**config.mk**
```make
export PLATFORM = sky130hd
export DESIGN_NAME = vga_board_fetch
export DESIGN_NICKNAME = d
export VERILOG_FILES = /design/src/rtl/vga_board_fetch_pkg.sv /design/src/rtl/vga_fetch_tag_pipe.sv /design/src/rtl/vga_board_fetch.sv
export SDC_FILE = /design/constraint.sdc
export NUM_CORES = 1
export LEC_CHECK = 0
export BUFFER_PORTS_ARGS = -buffer_cell sky130_fd_sc_hd__buf_2
export CORE_MARGIN = 3
export CORE_UTILIZATION = 51
export CTS_CLUSTER_SIZE = 14
export DETAILED_ROUTE_END_ITERATION = 10
export PLACE_DENSITY = 0.88
export SETUP_SLACK_MARGIN = 0.4
export SLEW_MARGIN = 20
export SYNTH_ARGS = -nofsm -noshare
export SYNTH_HDL_FRONTEND = slang
export SYNTH_SLANG_ARGS = --single-unit
```
**constraint.sdc**
```tcl
create_clock -name clock -period 2.5 [get_ports clock]
set_input_delay 0.125 -clock clock [delete_from_list [all_inputs] [get_ports clock]]
set_output_delay 0.125 -clock clock [all_outputs]
set_load 0.05 [all_outputs]
```
**src/rtl/vga_board_fetch_pkg.sv**
```systemverilog
// Shared constants for the VGA board fetcher: FSM encodings and the default
// board location in dmem, which must match the game software memory map.
package vga_board_fetch_pkg;

    localparam logic [1:0] ST_IDLE  = 2'd0;
    localparam logic [1:0] ST_ISSUE = 2'd1;
    localparam logic [1:0] ST_DRAIN = 2'd2;

    localparam int         BOARD_NUM_WORDS = 10;
    localparam logic [11:0] BOARD_BASE_ADDR = 12'd0;

    function automatic int idx_width(input int n);
        return (n > 1) ? $clog2(n) : 1;
    endfunction

endpackage

```
**src/rtl/vga_fetch_tag_pipe.sv**
```systemverilog
// Shift register of {valid, idx} tags that tracks dmem reads in flight so each
// returning word can be matched to its board slot.
module vga_fetch_tag_pipe #(
    parameter int DEPTH = 1,
    parameter int IDX_W = 4
) (
    input  logic             clock,
    input  logic             reset,
    input  logic             in_valid,
    input  logic [IDX_W-1:0] in_idx,
    output logic             out_valid,
    output logic [IDX_W-1:0] out_idx
);

    logic             valid_reg [DEPTH];
    logic [IDX_W-1:0] idx_reg   [DEPTH];

    always_ff @(posedge clock or negedge reset) begin
        if (!reset) begin
            for (int i = 0; i < DEPTH; i++) begin
                valid_reg[i] <= 1'b0;
                idx_reg[i]   <= '0;
            end
        end else begin
            valid_reg[0] <= in_valid;
            idx_reg[0]   <= in_idx;
            for (int i = 1; i < DEPTH; i++) begin
                valid_reg[i] <= valid_reg[i-1];
                idx_reg[i]   <= idx_reg[i-1];
            end
        end
    end

    assign out_valid = valid_reg[DEPTH-1];
    assign out_idx   = idx_reg[DEPTH-1];

endmodule

```
**src/rtl/vga_board_fetch.sv**
```systemverilog
// Fetches the snake board from dmem once per VGA frame and presents it flat.
// Define VGA_DOUBLE_BUFFER_EN to update snake_data atomically at fetch end.
module vga_board_fetch
    import vga_board_fetch_pkg::*;
#(
    parameter int                ADDR_W    = 12,
    parameter int                DATA_W    = 32,
    parameter int                NUM_WORDS = BOARD_NUM_WORDS,
    parameter logic [ADDR_W-1:0] BASE_ADDR = BOARD_BASE_ADDR,
    parameter int                READ_LAT  = 1
) (
    input  logic                        clock,
    input  logic                        reset,
    input  logic                        frame_start,
    output logic [ADDR_W-1:0]           address_dmem_fromVGA,
    output logic [DATA_W-1:0]           data_fromVGA,
    output logic                        wren_fromVGA,
    input  logic [DATA_W-1:0]           q_dmem_toVGA,
    output logic [NUM_WORDS*DATA_W-1:0] snake_data,
    output logic                        board_valid,
    output logic                        busy
);

    localparam int               IDX_W    = idx_width(NUM_WORDS);
    localparam logic [IDX_W-1:0] LAST_IDX = IDX_W'(NUM_WORDS - 1);

    logic [1:0]        state_reg;
    logic [IDX_W-1:0]  idx_reg;
    logic [ADDR_W-1:0] addr_reg;
    logic              pending_reg;
    logic              busy_reg;
    logic              valid_reg;

    logic              issue;
    logic              cap_valid;
    logic [IDX_W-1:0]  cap_idx;
    logic              done;

    assign issue = (state_reg == ST_ISSUE);
    assign done  = (state_reg == ST_DRAIN) && cap_valid && (cap_idx == LAST_IDX);

    vga_fetch_tag_pipe #(
        .DEPTH (READ_LAT),
        .IDX_W (IDX_W)
    ) u_tag_pipe (
        .clock     (clock),
        .reset     (reset),
        .in_valid  (issue),
        .in_idx    (idx_reg),
        .out_valid (cap_valid),
        .out_idx   (cap_idx)
    );

    // A frame_start that arrives while any fetch is in flight (including on
    // the completing edge) is remembered and replayed once from IDLE.
    always_ff @(posedge clock or negedge reset) begin
        if (!reset) begin
            state_reg   <= ST_IDLE;
            idx_reg     <= '0;
            addr_reg    <= BASE_ADDR;
            pending_reg <= 1'b0;
            busy_reg    <= 1'b0;
            valid_reg   <= 1'b0;
        end else begin
            case (state_reg)
                ST_IDLE: begin
                    if (frame_start || pending_reg) begin
                        state_reg   <= ST_ISSUE;
                        pending_reg <= 1'b0;
                        idx_reg     <= '0;
                        addr_reg    <= BASE_ADDR;
                        busy_reg    <= 1'b1;
                    end
                end
                ST_ISSUE: begin
                    if (frame_start) pending_reg <= 1'b1;
                    if (idx_reg == LAST_IDX) begin
                        state_reg <= ST_DRAIN;
                    end else begin
                        idx_reg  <= idx_reg + IDX_W'(1);
                        addr_reg <= BASE_ADDR + ADDR_W'(idx_reg + IDX_W'(1));
                    end
                end
                ST_DRAIN: begin
                    if (frame_start) pending_reg <= 1'b1;
                    if (done) begin
                        state_reg <= ST_IDLE;
                        busy_reg  <= 1'b0;
                        valid_reg <= 1'b1;
                    end
                end
                default: state_reg <= ST_IDLE;
            endcase
        end
    end

    generate
        for (genvar gi = 0; gi < NUM_WORDS; gi++) begin : g_word
            logic [DATA_W-1:0] word_reg;
            logic              hit;

            assign hit = cap_valid && (cap_idx == IDX_W'(gi));

`ifdef VGA_DOUBLE_BUFFER_EN
            logic [DATA_W-1:0] shadow_reg;

            always_ff @(posedge clock or negedge reset) begin
                if (!reset) begin
                    shadow_reg <= '0;
                end else if (hit) begin
                    shadow_reg <= q_dmem_toVGA;
                end
            end

            // The last word lands on the same edge as the commit, so bypass it.
            always_ff @(posedge clock or negedge reset) begin
                if (!reset) begin
                    word_reg <= '0;
                end else if (done) begin
                    word_reg <= hit ? q_dmem_toVGA : shadow_reg;
                end
            end
`else
            always_ff @(posedge clock or negedge reset) begin
                if (!reset) begin
                    word_reg <= '0;
                end else if (hit) begin
                    word_reg <= q_dmem_toVGA;
                end
            end
`endif

            assign snake_data[gi*DATA_W +: DATA_W] = word_reg;
        end
    endgenerate

    assign address_dmem_fromVGA = addr_reg;
    assign data_fromVGA         = '0;
    assign wren_fromVGA         = 1'b0;
    assign board_valid          = valid_reg;
    assign busy                 = busy_reg;

endmodule

```
; Word-level counts from Yosys, hierarchy flattened
; Cells that the tools add are included.
[word_totals]
regBits = 346
in_bits = 35
output_inout_bits = 367
elab_cells = 77
[op_classes]
n_addsub = 2
eq_ne = 17
n_mux = 16
n_reduce_logical = 24
[op_table]
columns = cell, count
row1 = 12-bit two-way mux, 2
row2 = 12-bit case mux with 2 select lines, 1
row3 = "4-bit by 3-bit equality test with 1-bit output, second input constant", 4
row4 = "4-bit equality test, second input constant", 3
row5 = 1-bit logical AND, 12
row6 = 3-bit AND reduction, 4
row7 = "4-bit by 2-bit equality test with 1-bit output, second input constant", 2
row8 = 4-bit two-way mux, 2
row9 = "2-bit inequality test, second input constant", 4
row10 = 4-bit case mux with 2 select lines, 1
row11 = 2-bit two-way mux, 3
row12 = 2-bit case mux with 3 select lines, 1
row13 = 2-bit nonzero test, 3
row14 = "4-bit by 1-bit adder with 5-bit output, second input constant", 1
row15 = "4-bit by 1-bit adder with 4-bit output, second input constant", 1
row16 = "4-bit by 1-bit equality test with 1-bit output, second input constant", 1
row17 = 4-bit zero test, 1
row18 = 1-bit two-way mux, 4
row19 = 1-bit case mux with 2 select lines, 2
row20 = "2-bit by 1-bit equality test with 1-bit output, second input constant", 1
row21 = "2-bit equality test, second input constant", 1
row22 = 2-bit zero test, 1
row23 = "2-bit by 1-bit inequality test with 1-bit output, second input constant", 1
row24 = 2-bit AND reduction, 1
row25 = 2 further kinds, 2

; Logic depth before layout (Yosys ltp)
[logic_depth]
word_depth = 5
depth_mapped = 7

; By module
; A second synthesis with hierarchy kept.
[hier_totals]
cells_unflattened = 826
area_unflattened_um2 = 13176.4
[by_module_without_submodules]
columns = mod, instances, cells_per_inst, area_per_inst_um2
row1 = vga_board_fetch, 1, 821, 13051.3
row2 = vga_fetch_tag_pipe, 1, 5, 125.1

; Worst setup path after synthesis
; No wires, ideal clock.
[synth_path]
kind = register to register
start = register state_reg[0]
end = register state_reg[0]
setup_ns = 0.125
t_arrival_ns = 1.701
t_required_ns = 2.375
path_slack_ns = 0.674
stages_incl_launch_ff = 7
cell_sequence = dfrtp_1 -> inv_1 -> ha_1 -> or3b_2 -> clkbuf_1 -> o211ai_1 -> mux2_2
[synth_between]
elab_chain_cells = 5
elab_cells_between_ends = 10
[synth_lines]
columns = item, line
row1 = from (decl), vga_board_fetch.sv:27  ; logic [1:0] state_reg;
row2 = from (signal assigned), vga_board_fetch.sv:58  ; state_reg <= ST_IDLE;
row3 = from (signal assigned), vga_board_fetch.sv:68  ; state_reg <= ST_ISSUE;
row4 = from (signal assigned), vga_board_fetch.sv:78  ; state_reg <= ST_DRAIN;
row5 = 2-bit equality test, "vga_board_fetch.sv:40, vga_board_fetch.sv:65"
row6 = 1-bit logical AND (2 in series), vga_board_fetch.sv:40  ; assign done = (state_reg == ST_DRAIN) && cap_valid && (cap_idx == LAST_IDX);
row7 = 2-bit inequality test (no line), --
row8 = 3-bit AND reduction (no line), --
; Several ways; a longest one is shown, not always the timed one.
; A chain may end at the register's enable or synchronous reset.

; Final worst setup path
[layout_path]
start = register state_reg[1]
end = register addr_reg[4] (netlist: address_dmem_fromVGA[4])
[layout_between]
elab_chain_cells = 3
elab_cells_between_ends = 7
[layout_lines]
columns = item, line
row1 = 2-bit by 1-bit equality test with 1-bit output or 2-bit zero test (tied branches), vga_board_fetch.sv:65  ; case (state_reg)
row2 = 2-bit inequality test (no line) or 2-bit nonzero test (tied branches), --
row3 = 3-bit AND reduction (no line), --
row4 = to (signal assigned), vga_board_fetch.sv:81  ; addr_reg <= BASE_ADDR + ADDR_W'(idx_reg + IDX_W'(1));
row5 = to (decl), vga_board_fetch.sv:29  ; logic [ADDR_W-1:0] addr_reg;
; Several ways; a longest one is shown, not always the timed one.

==> metrics <==
status=completed; Starting Density=a little over half; worst r2r path cells=6; Avg Synthesized Cell Area=roughly 16 sq um; pre-CTS setup slack=around 0.37 ns; design area=0.0165 sq mm; slowest CP cell=or3b_2; Hold Violations, Final=0; worst-path fanout max=9; worst min-delay path category=input port to register; non-filler cells, final=1552; Simple-Gate Fraction of Synth Area=around 1.4%; Req. time, crit path=about 2.9 ns; RR Endpoint=address_dmem_fromVGA[4]; CP endpoint=address_dmem_fromVGA[4]; Routability Congestion=0.787; Adder-Cell Fraction of Synth Area=less than 1%; clock skew=between 0.01 and 0.015 ns; Cell Area, Synth=between 0.01 and 0.015 sq mm; root buf cell=clkbuf_16; fin worst setup slack=~0.53 ns; CTS Buf Count=35; Skew-Pair Late Insertion Delay=0.50 ns; Slew @ Worst Pin=0.673 ns; CP cell instances=inv_1 > ha_1 > or3b_2 > o21ai_1 > o21ai_0 > o41ai_1; share of cells above drive strength 1=about three fifths; vias in the first global route=8678; Routed Antenna Nets=0; initial antenna violation count=0; Final setup viols=0; post-placement cell area=~0.015 sq mm; total number of vias=around 8000; setup_tns=0 ns; final antenna diode count=0; area of the multi-input gates=approximately 0.0043 sq mm; fmax=approximately 510 MHz; clock sinks=roughly 340; Slew headroom=55.1%; drt first-iter violations=about 470; Synth Area in Compound Gates=less than 1%; Arr. time, crit path=approximately 2.4 ns; placed cells=roughly 1500; htree depth=2; DR WL/cell=about 22 um; fin. max-slew vios=0; Final Cycle Share=approximately 80%; fillers=around 1700; Rows=58; Yosys warnings=0; sequential cell area=0.00838 sq mm; mux share of post-synthesis cell area=28.4%; drt drc=0; R2R setup slack=0.53 ns; minimum clock period=between 1.5 and 2 ns; CTS tree=done; drt first pass iters=4; largest net degree at the start of global routing=slightly above 80; Die W=167 um; Port Buffers=~360; critical path capture point type=register; P&R area growth vs syn=25.7%; RSZ-0062 raised after global routing=false; Total Nets Final=between 1000 and 1500; Cells after Synth=825; CP peak stage delay=about 0.57 ns; CORE AREA=about 0.025 sq mm; max reg flops=between 300 and 400; setup bufs post-CTS=0; DIE AREA=0.0277 sq mm; total wire length=34.1 mm; FF+latch count, synth=335; global-route wire length before repair=52.5 mm; HPWL after detailed placement=between 20 and 25 mm; commonest non-fill, non-tap cell in the layout=buf_2; WS Path Type=register to register; chip height=approximately 170 um; CP startpoint kind=register; number of vias per cell=roughly 5.3; I/O pin total=about 400; grt total ovfl=0; xor and xnor area share after synthesis=0%; Setup crit start=state_reg[1]; CTS Buffer Depth=3; Distinct cells, synth=35; clk slew on worst S/H paths=0.06 ns; GRT Overall Usage=roughly a quarter; largest family of logic cells by synthesized area=multiplexers; Max Cap Viol=0; launching point of the worst reg2reg path=state_reg[1]; register area share after synthesis=a little under two thirds; most frequent cells in the layout=buf_2 (360), dfrtp_1 (335), mux2_2 (236), mux2_1 (55), conb_1 (40)
-- worst min-delay path by stage --
stage	start	to	slack, ns	cells after the start
global route	q_dmem_toVGA[24]	g_word[4].word_reg[24]	0.02	2
CTS	q_dmem_toVGA[28]	g_word[1].word_reg[28]	0.0002	2
floorplan	reset	address_dmem_fromVGA[3]	-0.17	0
global placement	reset	g_word[2].word_reg[8]	0.17	1
finish	q_dmem_toVGA[13]	g_word[1].word_reg[13]	0.02	2
detailed placement	reset	g_word[2].word_reg[8]	0.18	1
-- metrics by stage --
stage	utilization (%)	hold slack, ns
2_1_floorplan	-	-0.171
3_3_place_gp	60.2	0.168
3_5_place_dp	60.2	0.182
4_1_cts	65.4	0.000209
5_1_grt	65.4	0.0154
6_report	65.4	0.0237
-- logic make-up after synthesis --
group                      after synthesis
AOI/OAI and AO/OA                       20
adders and majority gates                6
buffers and inverters                  114
DFF                                    335
muxes                                  321
other                                    1
and+or+nand+nor                         28
-- cell usage after synthesis --
cell type  instances  area [sq um]
nor2_1             4          15.0
buf_6              3          33.8
a21o_1             1          7.51
inv_1              7          26.3
nand3_1            1          5.00
o41ai_1            1          8.76
and3_1             2          12.5
o22ai_1            1          6.26
o2bb2ai_1          1          8.76
o21ai_0            5          25.0
o211ai_1           1          7.51
ha_1               6          75.1
buf_1             32           120
buf_4             43           323
buf_2             26           130
or3b_2             1          8.76
a31oi_1            2          12.5
nor2_2             1          6.26
a22o_1             4          35.0
clkbuf_1           3          11.3
nand3b_1           3          22.5
conb_1             1          3.75
mux2_2           236          2660
o21ai_1            1          5.00
nand4_1            1          6.26
dfrtp_1          335          8380
nor3b_2            2          25.0
mux2_1            55           619
a21oi_1            3          15.0
and3b_1            1          8.76
mux2_4            30           450
or3_1              2          12.5
nand2_1            7          26.3
nand3b_4           1          20.0
nand2b_1           2          12.5
-- area by class of cell --
cell class | count | share of cell area (%)
sequential | 335 | 50.7
multi-input combinational | 415 | 26.0
timing repair buffer | 404 | 13.7
clock buffer | 51 | 6.03
tap | 330 | 2.50
clock inverter | 10 | 0.848
inverter | 7 | 0.159
-- critical path, delay by kind of cell (launching register included) --
kind	cells	cell delay [ns]
flops	1	0.40
simple gates	1	0.57
compound gates	3	0.54
fa+ha+maj	1	0.22
buf+inv	1	0.12
-- repair_timing --
item	4_1_cts	5_1_grt
hold buffers	19	0
resized for setup	1	1
setup endpoints to repair	23	1
pin swaps	0	0
endpoints found under the hold margin	144	0
-- metal layers --
metal | vias to the layer above | share of wire (%) | global-route usage [%]
met5 | - | 0 | 0
met1 | 4256 | 39 | 29.8
met2 | 338 | 50 | 41.7
li1 | 3530 | - | -
met4 | 0 | 3.9 | 8.86
met3 | 87 | 6.4 | 5.48
Power is not shown: default switching activity piles up to over one toggle a cycle in this logic, so the estimate is an artifact.
